[config.mk]
export PLATFORM = sky130hd
export DESIGN_NAME = pipeline_ctrl
export DESIGN_NICKNAME = d
export VERILOG_FILES = /design/src/rtl/pipeline_ctrl.sv
export SDC_FILE = /design/constraint.sdc
export NUM_CORES = 1
export LEC_CHECK = 0
export ABC_AREA = 0
export BUFFER_PORTS_ARGS = -buffer_cell sky130_fd_sc_hd__clkbuf_2
export CAP_MARGIN = 10
export CORE_ASPECT_RATIO = 1.2
export CORE_MARGIN = 2
export CORE_UTILIZATION = 40
export CTS_CLUSTER_SIZE = 24
export DETAILED_ROUTE_END_ITERATION = 7
export MAX_ROUTING_LAYER = met4
export PLACE_DENSITY = 0.7
export REMOVE_ABC_BUFFERS = 1
export SYNTH_ARGS = -nofsm -noshare
export SYNTH_HDL_FRONTEND = slang
export SYNTH_SLANG_ARGS = --single-unit
[constraint.sdc]
create_clock -name clk_i -period 5 [get_ports clk_i]
set_input_delay 1 -clock clk_i [delete_from_list [all_inputs] [get_ports clk_i]]
set_output_delay 1 -clock clk_i [all_outputs]
set_load 0.1 [all_outputs]
[src/rtl/pipeline_ctrl.sv]
// Pipeline hazard controller: per-stage enable/flush from freeze, mispredict, regfile and
// load-use hazards, with saturating stall/flush counters and a sticky stall watchdog.
module pipeline_ctrl #(
    parameter int LOAD_STALL = 1,
    parameter int STALL_MAX  = 8,
    parameter int CNT_W      = 16
) (
    input  logic             clk_i,
    input  logic             rst_ni,
    input  logic [5:0]       hazard_op_i,
    input  logic             ld_use_i,
    input  logic             mispred_i,
    input  logic             dmem_busy_i,
    output logic             pc_en_o,
    output logic             if_id_en_o,
    output logic             id_ex_en_o,
    output logic             ex_mem_en_o,
    output logic             mem_wb_en_o,
    output logic             if_id_flush_o,
    output logic             id_ex_flush_o,
    output logic [CNT_W-1:0] stall_cnt_o,
    output logic [CNT_W-1:0] flush_cnt_o,
    output logic             stall_timeout_o
);

    localparam int LW = (LOAD_STALL > 1) ? $clog2(LOAD_STALL) : 1;
    localparam int RW = $clog2(STALL_MAX + 1);

    typedef enum logic [0:0] {
        RUN      = 1'b0,
        LD_STALL = 1'b1
    } state_e;

    state_e           state_q, state_d;
    logic [LW-1:0]    ld_rem_q, ld_rem_d;
    logic             pend_q, pend_d;
    logic [CNT_W-1:0] stall_cnt_q, stall_cnt_d;
    logic [CNT_W-1:0] flush_cnt_q, flush_cnt_d;
    logic [RW-1:0]    run_q, run_d;
    logic             timeout_q, timeout_d;
    logic             flush_inc;

    // State registers with synchronous active-low reset
    always_ff @(posedge clk_i) begin
        if (!rst_ni) begin
            state_q     <= RUN;
            ld_rem_q    <= {LW{1'b0}};
            pend_q      <= 1'b0;
            stall_cnt_q <= {CNT_W{1'b0}};
            flush_cnt_q <= {CNT_W{1'b0}};
            run_q       <= {RW{1'b0}};
            timeout_q   <= 1'b0;
        end else begin
            state_q     <= state_d;
            ld_rem_q    <= ld_rem_d;
            pend_q      <= pend_d;
            stall_cnt_q <= stall_cnt_d;
            flush_cnt_q <= flush_cnt_d;
            run_q       <= run_d;
            timeout_q   <= timeout_d;
        end
    end

    // Priority decode: reset, freeze, flush, regfile stall, load-use stall, run
    always_comb begin
        state_d       = state_q;
        ld_rem_d      = ld_rem_q;
        pend_d        = pend_q;
        flush_inc     = 1'b0;
        pc_en_o       = 1'b1;
        if_id_en_o    = 1'b1;
        id_ex_en_o    = 1'b1;
        ex_mem_en_o   = 1'b1;
        mem_wb_en_o   = 1'b1;
        if_id_flush_o = 1'b0;
        id_ex_flush_o = 1'b0;
        if (!rst_ni) begin
            pc_en_o       = 1'b0;
            if_id_en_o    = 1'b0;
            id_ex_en_o    = 1'b0;
            ex_mem_en_o   = 1'b0;
            mem_wb_en_o   = 1'b0;
            if_id_flush_o = 1'b1;
            id_ex_flush_o = 1'b1;
        end else if (dmem_busy_i) begin
            pc_en_o     = 1'b0;
            if_id_en_o  = 1'b0;
            id_ex_en_o  = 1'b0;
            ex_mem_en_o = 1'b0;
            mem_wb_en_o = 1'b0;
            pend_d      = pend_q | mispred_i;
        end else if (mispred_i || pend_q) begin
            if_id_flush_o = 1'b1;
            id_ex_flush_o = 1'b1;
            pend_d        = 1'b0;
            ld_rem_d      = {LW{1'b0}};
            state_d       = RUN;
            flush_inc     = 1'b1;
        end else if (hazard_op_i == 6'b000111) begin
            pc_en_o       = 1'b0;
            if_id_en_o    = 1'b0;
            id_ex_flush_o = 1'b1;
        end else if ((state_q == LD_STALL) || ld_use_i) begin
            pc_en_o       = 1'b0;
            if_id_en_o    = 1'b0;
            id_ex_flush_o = 1'b1;
            if (state_q == RUN) begin
                ld_rem_d = LW'(LOAD_STALL - 1);
                state_d  = (LOAD_STALL > 1) ? LD_STALL : RUN;
            end else begin
                // ld_rem is always >= 1 while parked in LD_STALL
                ld_rem_d = ld_rem_q - {{(LW-1){1'b0}}, 1'b1};
                state_d  = (ld_rem_q == {{(LW-1){1'b0}}, 1'b1}) ? RUN : LD_STALL;
            end
        end else begin
            state_d = state_q;
        end
    end

    // Saturating perf counters and stall watchdog
    always_comb begin
        stall_cnt_d = stall_cnt_q;
        flush_cnt_d = flush_cnt_q;
        run_d       = run_q;
        if (!pc_en_o && (stall_cnt_q != {CNT_W{1'b1}})) begin
            stall_cnt_d = stall_cnt_q + {{(CNT_W-1){1'b0}}, 1'b1};
        end else begin
            stall_cnt_d = stall_cnt_q;
        end
        if (flush_inc && (flush_cnt_q != {CNT_W{1'b1}})) begin
            flush_cnt_d = flush_cnt_q + {{(CNT_W-1){1'b0}}, 1'b1};
        end else begin
            flush_cnt_d = flush_cnt_q;
        end
        if (pc_en_o) begin
            run_d = {RW{1'b0}};
        end else if (run_q != RW'(STALL_MAX)) begin
            run_d = run_q + {{(RW-1){1'b0}}, 1'b1};
        end else begin
            run_d = run_q;
        end
        timeout_d = timeout_q | (run_d == RW'(STALL_MAX));
    end

    assign stall_cnt_o     = stall_cnt_q;
    assign flush_cnt_o     = flush_cnt_q;
    assign stall_timeout_o = timeout_q;

endmodule

==> summary.txt, run 1 <==
Cell Area, Synth -> 2010 um2
Clk Latency, worst-skew pair -> 0.28 ns
Total routed wirelength -> 4010 um
Non-filler cells, final -> 329
Root Driver -> clkbuf_8
Endpoints failing setup -> 0
FMAX -> 287 MHz
FF-to-FF Start -> stall_cnt_o[0]
Slew HR -> 61.8%
R2R Path End -> stall_cnt_o[13]
Post_cts resized -> 0
Initial antenna violation count -> 0
GRT Util Overall -> 16.7%
Syn Area/Cell -> 9.12 um2
GRT overflow -> 0
Pleak -> 1.02 nW
Slew Viols, Final -> 0
Die width -> 68.7 um
Total of max-cap violations -> 0
Via count -> 1735
# hold bufs at CTS -> 0
Status -> completed
Max Fanout on Critical Path -> 26
Dpl cells -> 322
TritonRoute pass-1 iters -> 4
Fin crit period -> 3.48 ns
Clk sink count -> 38
Final setup TNS -> 0 ns
Final Wtd Congestion -> 0.794
Crit path arrival time -> 2.48 ns
HP Start -> stall_timeout_o
Final ANT Viol Nets -> 0
Worst R2R Setup Slack -> 3.14 ns
Final net count -> 284
CTS tree -> built
Crit share post-route -> 69.6%
CP endpoint kind -> output pin
Setup Skew -> 0.00569 ns
Most common cell after layout, fill and taps aside -> clkbuf_2
P&R area growth vs syn -> 18.4%
RSZ-0062 raised after global routing -> false
CTS HTree Levels -> 2
WL per Instance -> 12.2 um
Peak supply drop -> 128 uV
Number of remaining DRC errors -> 0
Util after Layout -> 48.8%
Pwr Density -> 285 nW/um2
Slew @ Worst Pin -> 0.568 ns
Core Area -> 4870 um2
Vias per cell -> 5.27
HP Class -> reg -> reg
Hold path cells -> 1
Commonest non-fill, non-tap cells in the layout -> clkbuf_2, dfxtp_1, nor2_1
Design Area, Final -> 2380 um2
Post-synth ARST share -> 0%
Post-synthesis cell count -> 220
Share of cells above drive strength 1 -> 27.5%
Total CTS buffers -> 5
Chip height -> 81.6 um
Worst EP required -> 4.00 ns
Cell area after placement -> 2260 um2
Final Hold Fails -> 0
IO Pins -> 51
Max Root-Sink Buffers -> 2
Seq/Total Area, Yosys -> 37.9%
Initial drt markers -> 99
Post-synth EDFFs -> 0
Rows -> 28
Starting density of the core -> 41.2%
Post-synthesis register bit count -> 38
CP Launch Type -> input port
Main flop type after synthesis -> dfxtp_1
Hold-critical path endpoint -> stall_timeout_o
Worst Path Class, Setup -> in -> out
Diode count -> 0
Post-CTS Setup Bufs -> 0
Largest net degree at the start of global routing -> 27
Die ar. -> 5600 um2
Distinct cells, synth -> 49
IO buf count -> 50
Vias in the first global route -> 1585
YS warnings -> 0
Worst Reg-to-Reg Cells -> 6
Total power -> 0.000678 W
Worst-path clk slew -> 0.07 ns
First-pass GRT wire length -> 7020 um
Post-DP HPWL -> 2960 um
[worst max path at each step]
stage,startpoint,endpoint,slack [ns],cells after the start
final,rst_ni,pc_en_o,1.52,5
after global routing,rst_ni,pc_en_o,1.37,5
after CTS,rst_ni,pc_en_o,1.51,5
after detailed placement,rst_ni,pc_en_o,1.50,5
after global placement,rst_ni,pc_en_o,1.52,5
after floorplan,hazard_op_i[3],id_ex_flush_o,0.52,3
[state kept, by name, summed over array words and instances, names as in the netlist]
| register | cells |
|---|---|
| run_q | 4 |
| pend_q | 1 |
| stall_timeout_o | 1 |
| flush_cnt_o | 16 |
| stall_cnt_o | 16 |
[power breakdown]
| part | total, W | switching, W | internal, W |
|---|---|---|---|
| registers | 0.000316 | 0.00000800 | 0.000308 |
| logic | 0.0000972 | 0.0000764 | 0.0000208 |
| clock network | 0.000264 | 0.000104 | 0.000160 |
[cells in the mapped netlist (all sizes together) (3+ instances only)]
cell type	count	area [um2]
a211oi	4	55.1
a21oi	3	15.0
and3	4	26.3
and4	4	40.0
buf	6	56.3
dfxtp	38	761
ha	4	50.1
inv	5	18.8
mux2i	10	100
nand2	22	82.6
nand2b	7	51.3
nand3	16	80.1
nand4	8	65.1
nor2	24	90.1
nor3	10	60.1
nor4	5	46.3
o21ai	5	25.0
xnor2	14	123
xor2	3	26.3
[cells by family after synthesis]
logic type | share of synthesized area [%]
buf+inv | 4.92
compound gates | 9.41
mux | 5.55
flops | 37.9
xor+xnor | 7.42
fa+ha+maj | 2.49
simple gates | 32.3
[through the flow]
step                hold slack (ns)  setup slack, ns
global placement              0.451             1.52
CTS                           0.472             1.51
floorplan                     0.532            0.520
global route                  0.514             1.37
finish                        0.467             1.52
detailed placement            0.455             1.50
[final cells by class]
| type | count | area, um2 |
|---|---|---|
| Fill cell | 485 | 2490 |
| Multi-Input combinational cell | 167 | 1150 |
| Sequential cell | 38 | 761 |
| Timing Repair Buffer | 51 | 258 |
| Clock buffer | 6 | 82.6 |
| Tap cell | 60 | 75.1 |
| Clock inverter | 1 | 30.0 |
| Inverter | 6 | 22.5 |
[critical path: stages]
cell and delay, ns:
clkbuf_2 0.43, nand2b_4 0.15, a211oi_4 0.17, buf_4 0.24, clkbuf_2 0.49
[per-layer routing]
| metal | wire length (um) | GRT usage (%) | vias to the layer above | part of all wire (%) |
|---|---|---|---|---|
| met5 | 0 | - | - | 0 |
| met4 | 60 | 4.80 | 0 | 1.5 |
| met3 | 180 | 4.11 | 6 | 4.5 |
| met2 | 2030 | 28.2 | 34 | 51 |
| met1 | 1730 | 19.5 | 812 | 43 |
| li1 | - | - | 883 | - |
Power figures use the tool's default switching activity.
==> inputs of run 2 (changes only) <==
--- a/config.mk
+++ b/config.mk
@@ -5,7 +5,7 @@
 export SDC_FILE = /design/constraint.sdc
 export NUM_CORES = 1
 export LEC_CHECK = 0
-export ABC_AREA = 0
+export ABC_AREA = 1
 export BUFFER_PORTS_ARGS = -buffer_cell sky130_fd_sc_hd__clkbuf_2
 export CAP_MARGIN = 10
 export CORE_ASPECT_RATIO = 1.2
@@ -14,7 +14,7 @@
 export CTS_CLUSTER_SIZE = 24
 export DETAILED_ROUTE_END_ITERATION = 7
 export MAX_ROUTING_LAYER = met4
-export PLACE_DENSITY = 0.7
+export PLACE_DENSITY = 0.71
 export REMOVE_ABC_BUFFERS = 1
 export SYNTH_ARGS = -nofsm -noshare
 export SYNTH_HDL_FRONTEND = slang
==> constraint.sdc (replaced) <==
create_clock -name clk_i -period 3 [get_ports clk_i]
set_input_delay 0.6 -clock clk_i [delete_from_list [all_inputs] [get_ports clk_i]]
set_output_delay 0.6 -clock clk_i [all_outputs]
set_load 0.1 [all_outputs]
==> run 2 against run 1 <==
- sequential share of layout area decreased by 3.5 points
- clock skew increased by 0.00079 ns
- synthesized area increased by 13%
- die area is 12% higher
- routed wire length grew 27%
- register-to-register slack got worse by 2.1 ns
- critical path type unchanged
- design area is 12% higher
- worst hold slack lost 0.011 ns
- cell count grew 42%
- sequential cell count unchanged
- synthesized cell count up 60%
- global-route usage increased by 1.2 points
==> summary.txt, run 2 <==
Fin Hold WS -> 0.456 ns (was 0.467 ns)
Number of remaining DRC errors -> 0 (unchanged)
Pleak -> 1.15 nW (was 1.02 nW)
Cell area after placement -> 2570 um2 (was 2260 um2)
Via count -> 2265 (was 1735)
Design Area, Final -> 2670 um2 (was 2380 um2)
IO buf count -> 50 (unchanged)
Endpoints failing setup -> 0 (unchanged)
HP Class -> reg -> reg (unchanged)
Filler cells -> 567 (was 485)
Final Wtd Congestion -> 0.896 (was 0.794)
GRT Util Overall -> 17.9% (was 16.7%)
P&R area growth vs syn -> 17.7% (was 18.4%)
Share of cells above drive strength 1 -> 20.6% (was 27.5%)
TritonRoute pass-1 iters -> 4 (unchanged)
Chip height -> 86.4 um (was 81.6 um)
Crit path arrival time -> 1.67 ns (was 2.48 ns)
RSZ-0062 raised after global routing -> false (unchanged)
Max Root-Sink Buffers -> 2 (unchanged)
Post-synth EDFFs -> 0 (unchanged)
Diode count -> 0 (unchanged)
Total routed wirelength -> 5100 um (was 4010 um)
Vias per cell -> 4.86 (was 5.27)
Pre-CTS setup slack -> 0.736 ns (was 1.50 ns)
Synth top area cells -> dfxtp_1, nand2_1, nor2_1 (was dfxtp_1, xnor2_1, mux2i_1)
Initial antenna violation count -> 0 (unchanged)
First-pass GRT wire length -> 8740 um (was 7020 um)
Distinct cells, synth -> 27 (was 49)
Root Driver -> clkbuf_8 (unchanged)
Final net count -> 416 (was 284)
Worst EP required -> 2.40 ns (was 4.00 ns)
Commonest non-fill, non-tap cells in the layout -> nand2_1, nor2_1, clkbuf_2 (was clkbuf_2, dfxtp_1, nor2_1)
Hold path cells -> 2 (was 1)
Main flop type after synthesis -> dfxtp_1 (unchanged)
Vias in the first global route -> 2075 (was 1585)
Total power -> 0.00106 W (was 0.000678 W)
Synth cell count leaders -> nand2_1, nor2_1, inv_1 (was dfxtp_1, nor2_1, nand2_1)
FF-to-FF Start -> flush_cnt_o[1] (was stall_cnt_o[0])
Worst-path clk slew -> 0.08 ns (was 0.07 ns)
Slew Viols, Final -> 0 (unchanged)
Post-synthesis cell count -> 353 (was 220)
Starting density of the core -> 40.8% (was 41.2%)
Syn Area/Cell -> 6.42 um2 (was 9.12 um2)
Initial drt markers -> 84 (was 99)
Post_cts resized -> 0 (unchanged)
GRT overflow -> 0 (unchanged)
Die ar. -> 6280 um2 (was 5600 um2)
Slew HR -> 47.2% (was 61.8%)
Final ANT Viol Nets -> 0 (unchanged)
Slew @ Worst Pin -> 0.790 ns (was 0.568 ns)
Rows -> 30 (was 28)
HP Start -> stall_timeout_o (unchanged)
Crit share post-route -> 75.7%
Worst Path Class, Setup -> in -> out (unchanged)
Final Hold Fails -> 0 (unchanged)
CTS HTree Levels -> 2 (unchanged)
R2R Path End -> flush_cnt_o[15] (was stall_cnt_o[13])
Core Area -> 5560 um2 (was 4870 um2)
Peak supply drop -> 147 uV (was 128 uV)
Status -> completed (unchanged)
Fin crit period -> 2.27 ns
Largest net degree at the start of global routing -> 19 (was 27)
Final setup TNS -> 0 ns (unchanged)
Seq/Total Area, Yosys -> 33.6% (was 37.9%)
Post-synth ARST share -> 0% (unchanged)
Worst Reg-to-Reg Cells -> 9 (was 6)
Total CTS buffers -> 5 (unchanged)
Die width -> 72.7 um (was 68.7 um)
Total of max-cap violations -> 0 (unchanged)
Setup Skew -> 0.00648 ns (was 0.00569 ns)
Cell accounting for the most synthesized area -> dfxtp_1 (unchanged)
Post-DP HPWL -> 3760 um (was 2960 um)
CTS tree -> built (unchanged)
Clk sink count -> 38 (unchanged)
Hold-critical path endpoint -> stall_timeout_o (unchanged)
FMAX -> 441 MHz
IO Pins -> 51 (unchanged)
Clk Latency, worst-skew pair -> 0.29 ns (was 0.28 ns)
WL per Instance -> 10.9 um (was 12.2 um)
Post-synthesis register bit count -> 38 (unchanged)
Worst R2R Setup Slack -> 1.03 ns (was 3.14 ns)
YS warnings -> 0 (unchanged)
# hold bufs at CTS -> 0 (unchanged)
Cell Area, Synth -> 2260 um2 (was 2010 um2)
Post-synth top area share -> 33.6% (was 37.9%)
CP endpoint kind -> output pin (unchanged)
Most frequent cell after synthesis -> nand2_1 (was dfxtp_1)
Post-CTS Setup Bufs -> 0 (unchanged)
CP Launch Type -> input port (unchanged)
Setup WS post-layout -> 0.730 ns (was 1.52 ns)
Pwr Density -> 398 nW/um2 (was 285 nW/um2)
Most common cell after layout, fill and taps aside -> nand2_1 (was clkbuf_2)
Max Fanout on Critical Path -> 18 (was 26)
-- run 2: metal layers --
metal | vias to the layer above | global-route usage (%) | wire [um]
met4 | 0 | 7.41 | 58
met2 | 48 | 31.1 | 2510
met5 | - | - | 0
met3 | 5 | 4.42 | 236
li1 | 1198 | - | -
met1 | 1014 | 19.3 | 2290
-- run 2: cell families after synthesis --
group	synth area share (%)
flops	33.6
simple gates	41.0
buf+inv	10.8
fa+ha+maj	2.21
xor+xnor	3.48
compound gates	8.84
-- run 2: layout make-up --
type	instances	area (um2)	share of cell area (%)
clock buffers	6	82.6	3.10
clock inverters	2	12.5	0.469
inverters	45	169	6.34
multi-input cells	258	1260	47.2
flip-flops and latches	38	761	28.5
well taps	64	80.1	3.00
repair buffers	53	303	11.4
-- run 2: metrics by stage --
stage	utilization (%)	cells
2_1_floorplan	-	341
3_3_place_gp	46.3	458
3_5_place_dp	46.3	458
4_1_cts	48.0	466
5_1_grt	48.0	466
6_report	48.0	466
-- run 2: critical path, cell delays in order --
cell and delay, ns:
clkbuf_2 0.32, inv_2 0.12, nor2_4 0.15, clkbuf_2 0.48
-- run 2: power breakdown --
part / total (W) / leakage (nW) / switching, W / internal [W]
clock network: 0.000372 / 0.0472 / 0.000187 / 0.000185
logic: 0.000167 / 0.793 / 0.000131 / 0.0000354
registers: 0.000522 / 0.307 / 0.00000907 / 0.000513
-- run 2: worst max path at each step --
| stage | from | end | slack (ns) | cells past startpoint |
|---|---|---|---|---|
| 6_report | rst_ni | mem_wb_en_o | 0.73 | 4 |
| 2_1_floorplan | rst_ni | if_id_en_o | -1.55 | 4 |
| 3_5_place_dp | rst_ni | mem_wb_en_o | 0.74 | 4 |
| 3_3_place_gp | rst_ni | ex_mem_en_o | 0.75 | 4 |
| 5_1_grt | rst_ni | if_id_en_o | 0.64 | 6 |
| 4_1_cts | rst_ni | mem_wb_en_o | 0.73 | 4 |
==> inputs of run 3 (changes only) <==
--- a/config.mk
+++ b/config.mk
@@ -14,7 +14,7 @@
 export CTS_CLUSTER_SIZE = 24
 export DETAILED_ROUTE_END_ITERATION = 7
 export MAX_ROUTING_LAYER = met4
-export PLACE_DENSITY = 0.71
+export PLACE_DENSITY = 0.69
 export REMOVE_ABC_BUFFERS = 1
 export SYNTH_ARGS = -nofsm -noshare
 export SYNTH_HDL_FRONTEND = slang
==> constraint.sdc (replaced) <==
create_clock -name clk_i -period 2.25 [get_ports clk_i]
set_input_delay 0.45 -clock clk_i [delete_from_list [all_inputs] [get_ports clk_i]]
set_output_delay 0.45 -clock clk_i [all_outputs]
set_load 0.1 [all_outputs]
==> run 3 against run 2 <==
- sequential power increased by 34%
- first-iteration DRC count is 17% lower
- register-to-register slack worse by 0.52 ns
- worst hold slack worse by 0.00050 ns
- worst setup slack got worse by 0.26 ns
- critical path type unchanged
- largest power group unchanged
- highest routed layer unchanged
==> summary.txt, run 3 (synthesized netlist as in run 2, its figures left out) <==
Status -> completed (unchanged)
Chip height -> 86.4 um (unchanged)
Post-CTS Setup Bufs -> 0 (unchanged)
Slew HR -> 62.7% (was 47.2%)
Cell area after placement -> 2660 um2 (was 2570 um2)
CTS tree -> built (unchanged)
Total CTS buffers -> 5 (unchanged)
CP endpoint kind -> output pin (unchanged)
Clk sink count -> 38 (unchanged)
Worst Path Class, Setup -> in -> out (unchanged)
Post-DP HPWL -> 3900 um (was 3760 um)
Slew @ Worst Pin -> 0.562 ns (was 0.790 ns)
Peak supply drop -> 284 uV (was 147 uV)
Final setup TNS -> 0 ns (unchanged)
Hold path cells -> 3 (was 2)
CTS HTree Levels -> 2 (unchanged)
Endpoints failing setup -> 0 (unchanged)
Seq pwr share -> 48.8% (was 49.2%)
Worst EP required -> 1.80 ns (was 2.40 ns)
Rows -> 30 (unchanged)
IO Pins -> 51 (unchanged)
Total of max-cap violations -> 0 (unchanged)
Final Hold Fails -> 0 (unchanged)
Sw frac -> 30.2% (was 30.9%)
Slew Viols, Final -> 0 (unchanged)
Pre-CTS setup slack -> 0.306 ns (was 0.736 ns)
Dpl cells -> 460 (was 458)
P&R area growth vs syn -> 21.5% (was 17.7%)
First-pass GRT wire length -> 9180 um (was 8740 um)
WL per Instance -> 11.0 um (was 10.9 um)
Clock power frac -> 34.1% (was 35.0%)
Pleak -> 1.18 nW (was 1.15 nW)
Worst-path clk slew -> 0.07 ns (was 0.08 ns)
Initial drt markers -> 70 (was 84)
Vias in the first global route -> 2148 (was 2075)
Util after Layout -> 49.5% (was 48.0%)
Final Wtd Congestion -> 0.877 (was 0.896)
Post_cts resized -> 0 (unchanged)
Diode count -> 0 (unchanged)
FMAX -> 562 MHz
Slowest CP cell -> buf_4 (was clkbuf_2)
Fin crit period -> 1.78 ns
Vias per cell -> 4.87 (was 4.86)
Crit share post-route -> 79.1%
Number of remaining DRC errors -> 0 (unchanged)
CP Cell Sequence -> clkbuf_2 > inv_2 > buf_4 > a21oi_1 > nand2_1 > buf_12 (was clkbuf_2 > inv_2 > nor2_4 > clkbuf_2)
IO buf count -> 50 (unchanged)
Final ANT Viol Nets -> 0 (unchanged)
Clk Latency, worst-skew pair -> 0.29 ns (about the same)
Die width -> 72.7 um (unchanged)
GRT overflow -> 0 (unchanged)
Via count -> 2280 (was 2265)
Total routed wirelength -> 5170 um (was 5100 um)
Most common cell after layout, fill and taps aside -> nand2_1 (unchanged)
TritonRoute pass-1 iters -> 4 (unchanged)
Non-filler cells, final -> 468 (was 466)
Final net count -> 418 (was 416)
Pwr Density -> 519 nW/um2 (was 398 nW/um2)
RSZ-0062 raised after global routing -> false (unchanged)
Gate power share -> 17.1% (was 15.7%)
HP Class -> in -> reg (was reg -> reg)
Largest net degree at the start of global routing -> 21 (was 19)
Setup Skew -> 0.00815 ns (was 0.00648 ns)
NetSw -> 0.000432 W (was 0.000327 W)
Setup WS post-layout -> 0.471 ns (was 0.730 ns)
# hold bufs at CTS -> 0 (unchanged)
Max Root-Sink Buffers -> 2 (unchanged)
Commonest non-fill, non-tap cells in the layout -> nand2_1, nor2_1, inv_1, clkbuf_2, dfxtp_1 (was nand2_1, nor2_1, clkbuf_2)
Die ar. -> 6280 um2 (unchanged)
Crit path arrival time -> 1.33 ns (was 1.67 ns)
Share of cells above drive strength 1 -> 20.8% (was 20.6%)
Max Fanout on Critical Path -> 20 (was 18)
CP max stage delay -> 0.30 ns (was 0.48 ns)
Pint -> 0.000997 W (was 0.000733 W)
Design Area, Final -> 2750 um2 (was 2670 um2)
Root Driver -> clkbuf_8 (unchanged)
Worst Reg-to-Reg Cells -> 10 (was 9)
Initial antenna violation count -> 0 (unchanged)
GRT Util Overall -> 18.4% (was 17.9%)
CP Launch Type -> input port (unchanged)
Starting density of the core -> 40.8% (unchanged)
Filler cells -> 587 (was 567)
Core Area -> 5560 um2 (unchanged)
## run 3: path summary, 6_finish.rpt
| check | from | endpoint | slack, ns |
|---|---|---|---|
| worst min register to register | stall_timeout_o | stall_timeout_o | 0.46 |
| worst max register to register | stall_cnt_o[0] | stall_cnt_o[1] | 0.51 |
| worst min-delay path | mispred_i | pend_q | 0.46 |
| worst max-delay path | rst_ni | id_ex_flush_o | 0.47 |
## run 3: layout make-up
type | count | area, um2 | area share, %
tap | 64 | 80.1 | 2.91
clock buffer | 7 | 86.3 | 3.14
inverter | 45 | 169 | 6.14
timing repair buffer | 55 | 393 | 14.3
sequential | 38 | 761 | 27.6
multi-input combinational | 258 | 1260 | 45.7
clock inverter | 1 | 5.00 | 0.182
## run 3: metal layers
| layer | vias to the layer above | GRT usage, % | share of wire [%] |
|---|---|---|---|
| met2 | 50 | 31.0 | 50 |
| met1 | 1016 | 21.4 | 44 |
| met4 | 0 | 6.23 | 1.4 |
| met3 | 8 | 4.30 | 4.8 |
| li1 | 1206 | - | - |
| met5 | - | - | 0 |
## run 3: through the flow
stage | power [W] | hold slack, ns
6_report | 0.00143 | 0.456
5_1_grt | 0.00149 | 0.479
4_1_cts | 0.00144 | 0.448
3_5_place_dp | 0.000958 | 0.451
3_3_place_gp | 0.000955 | 0.453
2_1_floorplan | 0.000877 | 0.485
## run 3: power groups by stage
stage	Sequential [W]	Combinational [W]	Clock [W]
after detailed placement	0.000712	0.000246	0
after global placement	0.000711	0.000244	0
final	0.000697	0.000244	0.000488
after CTS	0.000697	0.000246	0.000501
after floorplan	0.000760	0.000117	0
after global routing	0.000699	0.000262	0.000532
## run 3: worst max-delay path: cells and delay by family
family	cells	cell delay, ns
simple gates	1	0.13
compound gates	1	0.10
buf+inv	4	0.65
